<file path="config.mk">
export PLATFORM = sky130hd
export DESIGN_NAME = fp_div_scheduler
export DESIGN_NICKNAME = d
export VERILOG_FILES = /design/src/rtl/fp_div_pkg.sv /design/src/rtl/fp_div_special.sv /design/src/rtl/fp_div_scheduler.sv
export SDC_FILE = /design/constraint.sdc
export NUM_CORES = 1
export LEC_CHECK = 0
export ABC_CLOCK_PERIOD_IN_PS = 11000
export CAP_MARGIN = 40
export CORE_AREA = 3 3 156 158
export CTS_BUF_LIST = sky130_fd_sc_hd__clkbuf_8
export DETAILED_ROUTE_END_ITERATION = 7
export DIE_AREA = 0 0 159 161
export PLACE_DENSITY = 0.69
export REMOVE_ABC_BUFFERS = 1
export SLEW_MARGIN = 10
export SYNTH_ARGS = -nofsm -noshare
export SYNTH_HDL_FRONTEND = slang
export SYNTH_HIERARCHICAL = 1
export SYNTH_SLANG_ARGS = --single-unit
export TNS_END_PERCENT = 5
</file>
<file path="constraint.sdc">
create_clock -name clk -period 11 [get_ports clk]
set_input_delay 1.1 -clock clk [delete_from_list [all_inputs] [get_ports clk]]
set_output_delay 1.1 -clock clk [all_outputs]
set_load 0.01 [all_outputs]
</file>
<file path="src/rtl/fp_div_pkg.sv">
`default_nettype none
// ============================================================================
// Module   : fp_div_pkg
// Purpose  : Shared types, constants and the operand classifier used by the
//            divider scheduler and its special-operand resolver.
// Revision : 1.0  initial release
// ============================================================================
package fp_div_pkg;

  typedef enum logic [1:0] {
    IDLE  = 2'd0,
    ISSUE = 2'd1,
    WAIT  = 2'd2,
    RESP  = 2'd3
  } sched_state_t;

  typedef enum logic [1:0] {
    ZERO = 2'd0,
    NORM = 2'd1,
    INF  = 2'd2,
    NAN  = 2'd3
  } fp_class_t;

  localparam logic [31:0] QNAN    = 32'h7FC0_0000;
  localparam logic [31:0] POS_INF = 32'h7F80_0000;

  // Bit positions inside resp_flags = {timeout, invalid, div_by_zero}
  localparam int FLAG_DBZ = 0;
  localparam int FLAG_INV = 1;
  localparam int FLAG_TO  = 2;

  // Denormals (exponent 0, any mantissa) classify as ZERO: they are flushed.
  function automatic fp_class_t fp_classify(input logic [31:0] x);
    fp_class_t c;
    if (x[30:23] == 8'hFF) begin
      c = (x[22:0] == 23'd0) ? INF : NAN;
    end else if (x[30:23] == 8'h00) begin
      c = ZERO;
    end else begin
      c = NORM;
    end
    return c;
  endfunction

endpackage
`default_nettype wire

</file>
<file path="src/rtl/fp_div_special.sv">
`default_nettype none
// ============================================================================
// Module   : fp_div_special
// Purpose  : Combinational resolver for operand pairs whose quotient does not
//            need the iterative core (NaN, zero, infinity, denormal inputs).
// Revision : 1.0  initial release
// ============================================================================
module fp_div_special (
  input  logic [31:0] a,
  input  logic [31:0] b,
  output logic        is_special,
  output logic [31:0] result,
  output logic [2:0]  flags
);
  import fp_div_pkg::*;

  fp_class_t w_ca;
  fp_class_t w_cb;
  logic      w_sgn;

  // Classify both operands and pick the fixed result for every non-NORM/NORM pair.
  always_comb begin
    w_ca       = fp_classify(a);
    w_cb       = fp_classify(b);
    w_sgn      = a[31] ^ b[31];
    is_special = 1'b1;
    result     = 32'd0;
    flags      = 3'b000;
    if (w_ca == NAN || w_cb == NAN ||
        (w_ca == ZERO && w_cb == ZERO) ||
        (w_ca == INF  && w_cb == INF)) begin
      result          = QNAN;
      flags[FLAG_INV] = 1'b1;
    end else if (w_ca == NORM && w_cb == ZERO) begin
      result          = {w_sgn, POS_INF[30:0]};
      flags[FLAG_DBZ] = 1'b1;
    end else if (w_ca == INF) begin
      // b is finite here (zero or normal): infinity without a flag
      result = {w_sgn, POS_INF[30:0]};
    end else if (w_ca == ZERO || w_cb == INF) begin
      result = {w_sgn, 31'd0};
    end else begin
      is_special = 1'b0;
    end
  end

endmodule
`default_nettype wire

</file>
<file path="src/rtl/fp_div_scheduler.sv">
`default_nettype none
// ============================================================================
// Module   : fp_div_scheduler
// Purpose  : Round-robin scheduler sharing one iterative FP32 divider among
//            NUM_REQ requesters, with local special-operand resolution,
//            a WAIT timeout and an ID-tagged registered response.
// Revision : 1.0  initial release
// ============================================================================
module fp_div_scheduler #(
  parameter int NUM_REQ     = 4,
  parameter int ID_W        = $clog2(NUM_REQ),
  parameter int TIMEOUT_CYC = 64
) (
  input  logic                  clk,
  input  logic                  rst,
  input  logic [NUM_REQ-1:0]    req_valid,
  output logic [NUM_REQ-1:0]    req_ready,
  input  logic [NUM_REQ*32-1:0] req_a,
  input  logic [NUM_REQ*32-1:0] req_b,
  output logic                  resp_valid,
  input  logic                  resp_ready,
  output logic [31:0]           resp_result,
  output logic [ID_W-1:0]       resp_id,
  output logic [2:0]            resp_flags,
  output logic                  div_start,
  output logic [31:0]           div_a,
  output logic [31:0]           div_b,
  input  logic                  div_done,
  input  logic [31:0]           div_result
);
  import fp_div_pkg::*;

  localparam int CNT_W = $clog2(TIMEOUT_CYC + 1);

  sched_state_t      r_state;
  sched_state_t      w_next_state;
  logic [ID_W-1:0]   r_ptr;
  logic [ID_W-1:0]   w_gnt;
  logic [ID_W-1:0]   w_next_ptr;
  logic              w_found;
  logic              w_accept;
  logic [31:0]       w_sel_a;
  logic [31:0]       w_sel_b;
  logic              w_spec_is;
  logic [31:0]       w_spec_result;
  logic [2:0]        w_spec_flags;
  logic [31:0]       r_a;
  logic [31:0]       r_b;
  logic [CNT_W-1:0]  r_cnt;
  logic              w_cnt_hit;
  logic              r_resp_valid;
  logic [31:0]       r_resp_result;
  logic [ID_W-1:0]   r_resp_id;
  logic [2:0]        r_resp_flags;

  function automatic logic [ID_W-1:0] rr_index(input logic [ID_W-1:0] base, input int off);
    int s;
    s = int'(base) + off;
    if (s >= NUM_REQ) s = s - NUM_REQ;
    return ID_W'(s);
  endfunction

  // Round-robin search: scan from the highest offset down so the nearest valid requester wins.
  always_comb begin
    w_found = 1'b0;
    w_gnt   = '0;
    for (int k = NUM_REQ - 1; k >= 0; k--) begin
      if (req_valid[rr_index(r_ptr, k)]) begin
        w_found = 1'b1;
        w_gnt   = rr_index(r_ptr, k);
      end
    end
  end

  assign w_accept   = (r_state == IDLE) && w_found && !rst;
  assign w_next_ptr = (w_gnt == ID_W'(NUM_REQ - 1)) ? '0 : w_gnt + ID_W'(1);
  assign w_cnt_hit  = (r_cnt == CNT_W'(TIMEOUT_CYC - 1));

  // One-hot ready for the granted requester, only in the accept cycle.
  always_comb begin
    req_ready = '0;
    if (w_accept) req_ready[w_gnt] = 1'b1;
  end

  // Operand mux for the granted requester.
  always_comb begin
    w_sel_a = 32'd0;
    w_sel_b = 32'd0;
    for (int i = 0; i < NUM_REQ; i++) begin
      if (w_gnt == ID_W'(i)) begin
        w_sel_a = req_a[32*i +: 32];
        w_sel_b = req_b[32*i +: 32];
      end
    end
  end

  fp_div_special u_special (
    .a          (w_sel_a),
    .b          (w_sel_b),
    .is_special (w_spec_is),
    .result     (w_spec_result),
    .flags      (w_spec_flags)
  );

  // State register.
  always_ff @(posedge clk or posedge rst) begin
    if (rst) r_state <= IDLE;
    else     r_state <= w_next_state;
  end

  // Next-state logic.
  always_comb begin
    w_next_state = r_state;
    case (r_state)
      IDLE:    if (w_accept) w_next_state = w_spec_is ? RESP : ISSUE;
      ISSUE:   w_next_state = WAIT;
      WAIT:    if (div_done || w_cnt_hit) w_next_state = RESP;
      RESP:    if (resp_ready) w_next_state = IDLE;
      default: w_next_state = IDLE;
    endcase
  end

  // Capture, timeout counting and response registers.
  always_ff @(posedge clk or posedge rst) begin
    if (rst) begin
      r_ptr         <= '0;
      r_a           <= 32'd0;
      r_b           <= 32'd0;
      r_cnt         <= '0;
      r_resp_valid  <= 1'b0;
      r_resp_result <= 32'd0;
      r_resp_id     <= '0;
      r_resp_flags  <= 3'b000;
    end else begin
      case (r_state)
        IDLE: begin
          if (w_accept) begin
            r_ptr     <= w_next_ptr;
            r_resp_id <= w_gnt;
            r_a       <= w_sel_a;
            r_b       <= w_sel_b;
            r_cnt     <= '0;
            if (w_spec_is) begin
              r_resp_valid  <= 1'b1;
              r_resp_result <= w_spec_result;
              r_resp_flags  <= w_spec_flags;
            end
          end
        end
        ISSUE: r_cnt <= r_cnt + CNT_W'(1);
        WAIT: begin
          r_cnt <= r_cnt + CNT_W'(1);
          // A completion on the limit cycle still wins over the timeout.
          if (div_done) begin
            r_resp_valid  <= 1'b1;
            r_resp_result <= div_result;
            r_resp_flags  <= 3'b000;
          end else if (w_cnt_hit) begin
            r_resp_valid           <= 1'b1;
            r_resp_result          <= QNAN;
            r_resp_flags           <= 3'b000;
            r_resp_flags[FLAG_TO]  <= 1'b1;
            r_resp_flags[FLAG_INV] <= 1'b1;
          end
        end
        RESP: if (resp_ready) r_resp_valid <= 1'b0;
        default: ;
      endcase
    end
  end

  assign div_start   = (r_state == ISSUE);
  assign div_a       = (r_state == ISSUE || r_state == WAIT) ? r_a : 32'd0;
  assign div_b       = (r_state == ISSUE || r_state == WAIT) ? r_b : 32'd0;
  assign resp_valid  = r_resp_valid;
  assign resp_result = r_resp_result;
  assign resp_id     = r_resp_id;
  assign resp_flags  = r_resp_flags;

endmodule
`default_nettype wire
</file>
==> flow_metrics.env <==
export IMPL_status="finished clean"
export IMPL_r2r_start="r_ptr[1]$_DFFE_PP0P_"
export IMPL_ir_drop_uv=146
export IMPL_yosysUniqueCellTypes=49
export IMPL_cts_buffer_depth=2
export IMPL_grt_ovfl_total=0
export IMPL_fin_crit_sh=0.516
export IMPL_clk_latency_ns=0.44
export IMPL_crit_start="req_valid[0]"
export IMPL_critical_path_startpoint_type="input pin"
export IMPL_num_fill_cells=2221
export IMPL_layout_common_cells="clkdlybuf4s50_1 (402), a21oi_1 (137), dfrtp_1 (113)"
export IMPL_path_class="input pin to register"
export IMPL_rows=56
export IMPL_netlist_area_mm2=0.00838
export IMPL_gp_congestion=0.935
export IMPL_fin_tns_setup_ns=0
export IMPL_htree_levels=4
export IMPL_io_buffers=402
export IMPL_ff2ff_setup_slack_ns=6.09
export IMPL_cts_sinks=113
export IMPL_grt_max_degree=94
export IMPL_antenna_found_initial=3
export IMPL_die_h_um=161
export IMPL_die_x_um=159
export IMPL_post_route_min_period_ns=5.68
export IMPL_clkTransAtPathRegs_ns=0.07
export IMPL_grt_first_pass_wirelength_um=47800
export IMPL_leakage_nw=5.45
export IMPL_regArea_mm2=0.00283
export IMPL_final_common_cell="clkdlybuf4s50_1"
export IMPL_drive_gt1_frac=0.109
export IMPL_p_per_area_mw_per_mm2=254
export IMPL_cts_resized=0
export IMPL_cts_tree="built"
export IMPL_cts_root_buf="clkbuf_8"
export IMPL_totalPowerFinal_mw=3.28
export IMPL_r2r_cells=15
export IMPL_drv_slew=0
export IMPL_synth_ff_type="dfrtp_1"
export IMPL_syn_inst=1002
export IMPL_async_reset_ff_frac=1.00
export IMPL_cp_required_ns=11.32
export IMPL_r2r_end="resp_result[10]$_DFFE_PP0P_"
export IMPL_fmax_ghz=0.176
export IMPL_hp_start="r_b[6]$_DFFE_PP0P_"
export IMPL_yosys_warnings=6
export IMPL_cts_hold_buf=0
export IMPL_multi_input_area_mm2=0.00470
export IMPL_drc_errors=0
export IMPL_syn_area_per_cell_um2=8.36
export IMPL_ios=403
export IMPL_coreArea_mm2=0.0233
export IMPL_ys_seq_elements=113
export IMPL_synth_seq_area_share=0.338
export IMPL_cp_data_arrival_time_ns=5.99
export IMPL_num_antenna_cells=0
export IMPL_hp_class="register to register"
export IMPL_drt_total_wl_um=31600
export IMPL_worstMarginPinSlew_ns=0.871
export IMPL_synth_edf_count=0
export IMPL_min_delay_worst_endpoint="r_b[6]$_DFFE_PP0P_"
export IMPL_first_pass_iters=5
export IMPL_drtAntennaViolNets=0
export IMPL_area_growth_pct=54.3
export IMPL_grt_usage=0.237
export IMPL_grt_pass1_vias=8443
export IMPL_via_per_inst=5.01
export IMPL_hold_violations=0
export IMPL_crit_fanout=89
export IMPL_rsz0062_at_grt="false"
export IMPL_drtIter0Drc=415
export IMPL_dieArea_mm2=0.0256
export IMPL_hold_depth=1
export IMPL_wl_per_cell_um=18.7
export IMPL_slew_headroom=0.419
export IMPL_nNetsFinal=1660
export IMPL_fin_skew_ns=0.0127
export IMPL_endpoint_kind="register"
export IMPL_dp_hpwl_um=24600
export IMPL_start_util=0.360
export IMPL_setup_viol=0
export IMPL_postCtsSetupBuffers=0
export IMPL_maxCapViolations=0
export IMPL_vias=8455
export IMPL_numCtsBuffers=17
worst max-delay path by stage:
stage	endpoint	slack, ns
finish	resp_result[10]$_DFFE_PP0P_	5.32
floorplan	resp_flags[0]$_DFFE_PP0P_	4.60
global route	resp_result[3]$_DFFE_PP0P_	5.00
CTS	resp_result[9]$_DFFE_PP0P_	5.37
global placement	resp_result[5]$_DFFE_PP0P_	4.88
detailed placement	resp_result[4]$_DFFE_PP0P_	4.88
cells in the mapped netlist (all sizes together) (2+ instances only):
master | n | area, µm²
nor2b | 4 | 25.0
buf | 61 | 385
mux2 | 94 | 1140
a22o | 66 | 578
and2 | 70 | 438
o311ai | 2 | 35.0
ha | 10 | 125
o21ai | 100 | 500
or2 | 4 | 27.5
nand2b | 3 | 18.8
nor2 | 9 | 33.8
inv | 111 | 417
a31oi | 2 | 12.5
a21oi | 137 | 686
nand4 | 8 | 50.1
or3 | 3 | 18.8
nand3 | 4 | 25.0
nor3 | 6 | 41.3
mux2i | 14 | 140
o211ai | 3 | 36.3
nor4 | 18 | 146
clkbuf | 45 | 169
o22ai | 8 | 50.1
dfrtp | 113 | 2830
xnor2 | 2 | 17.5
a221oi | 2 | 17.5
nand2 | 96 | 360
per-layer routing:
layer	vias up	global-route usage	wire length [µm]
met5	-	0	38
met4	6	0.0629	686
met3	43	0.0649	2070
met2	304	0.428	16100
met1	3993	0.279	12700
li1	4109	-	-
stage by stage:
| stage | instance area, µm² | worst slack, ns | cells | hold WS [ns] | utilization |
|---|---|---|---|---|---|
| floorplan | 7910 | 4.60 | 918 | 0.449 | - |
| global placement | 12500 | 4.88 | 1650 | 0.460 | 0.535 |
| detailed placement | 12500 | 4.88 | 1654 | 0.468 | 0.539 |
| CTS | 12900 | 5.37 | 1686 | 0.485 | 0.556 |
| global route | 12900 | 5.00 | 1686 | 0.493 | 0.556 |
| finish | 12900 | 5.32 | 1686 | 0.480 | 0.556 |
power breakdown:
group	internal [mW]	total, mW	switching (mW)	leakage (nW)
logic	1.11	2.17	1.06	3.84
registers	0.613	0.719	0.106	1.41
clock network	0.206	0.398	0.192	0.196
cells by family (layout without fill, tap and decap cells):
logic type	after synthesis	in the layout	share of synthesized area
muxes	108	108	0.153
xor gates and xnor gates	2	2	0.00209
AOI/OAI and AO/OA	323	323	0.232
other	1	23	0.000448
and+or+nand+nor	228	228	0.144
buffers and inverters	217	560	0.116
DFF	113	113	0.338
adders and majority gates	10	10	0.0149
sequential cells by signal (all words and copies together) (netlist names):
name         cells
resp_id          2
resp_result     32
r_b             32
r_cnt            7
resp_valid       1
resp_flags       3
r_ptr            2
r_a             32
r_state          2
cell type report:
type	instances	area share
Timing Repair Buffer	417	0.324
Multi-Input combinational cell	694	0.364
Tap cell	319	0.0309
Clock buffer	18	0.0192
Clock inverter	14	0.0109
Sequential cell	113	0.219
Inverter	111	0.0324
worst max-delay path: stages:
cell	delay [ns]
clkdlybuf4s50_1	0.51
a21oi_1	0.18
o21ai_0	0.08
a21oi_1	0.56
ha_4	0.51
buf_4	0.75
a21oi_1	0.09
a22o_1	0.26
nor4_1	0.34
nand2_1	0.18
nand4_1	0.16
inv_1	0.08
o31ai_2	0.31
o211ai_4	0.10
buf_4	0.32
mux2_4	0.36
(Power assumes the default switching activity.)
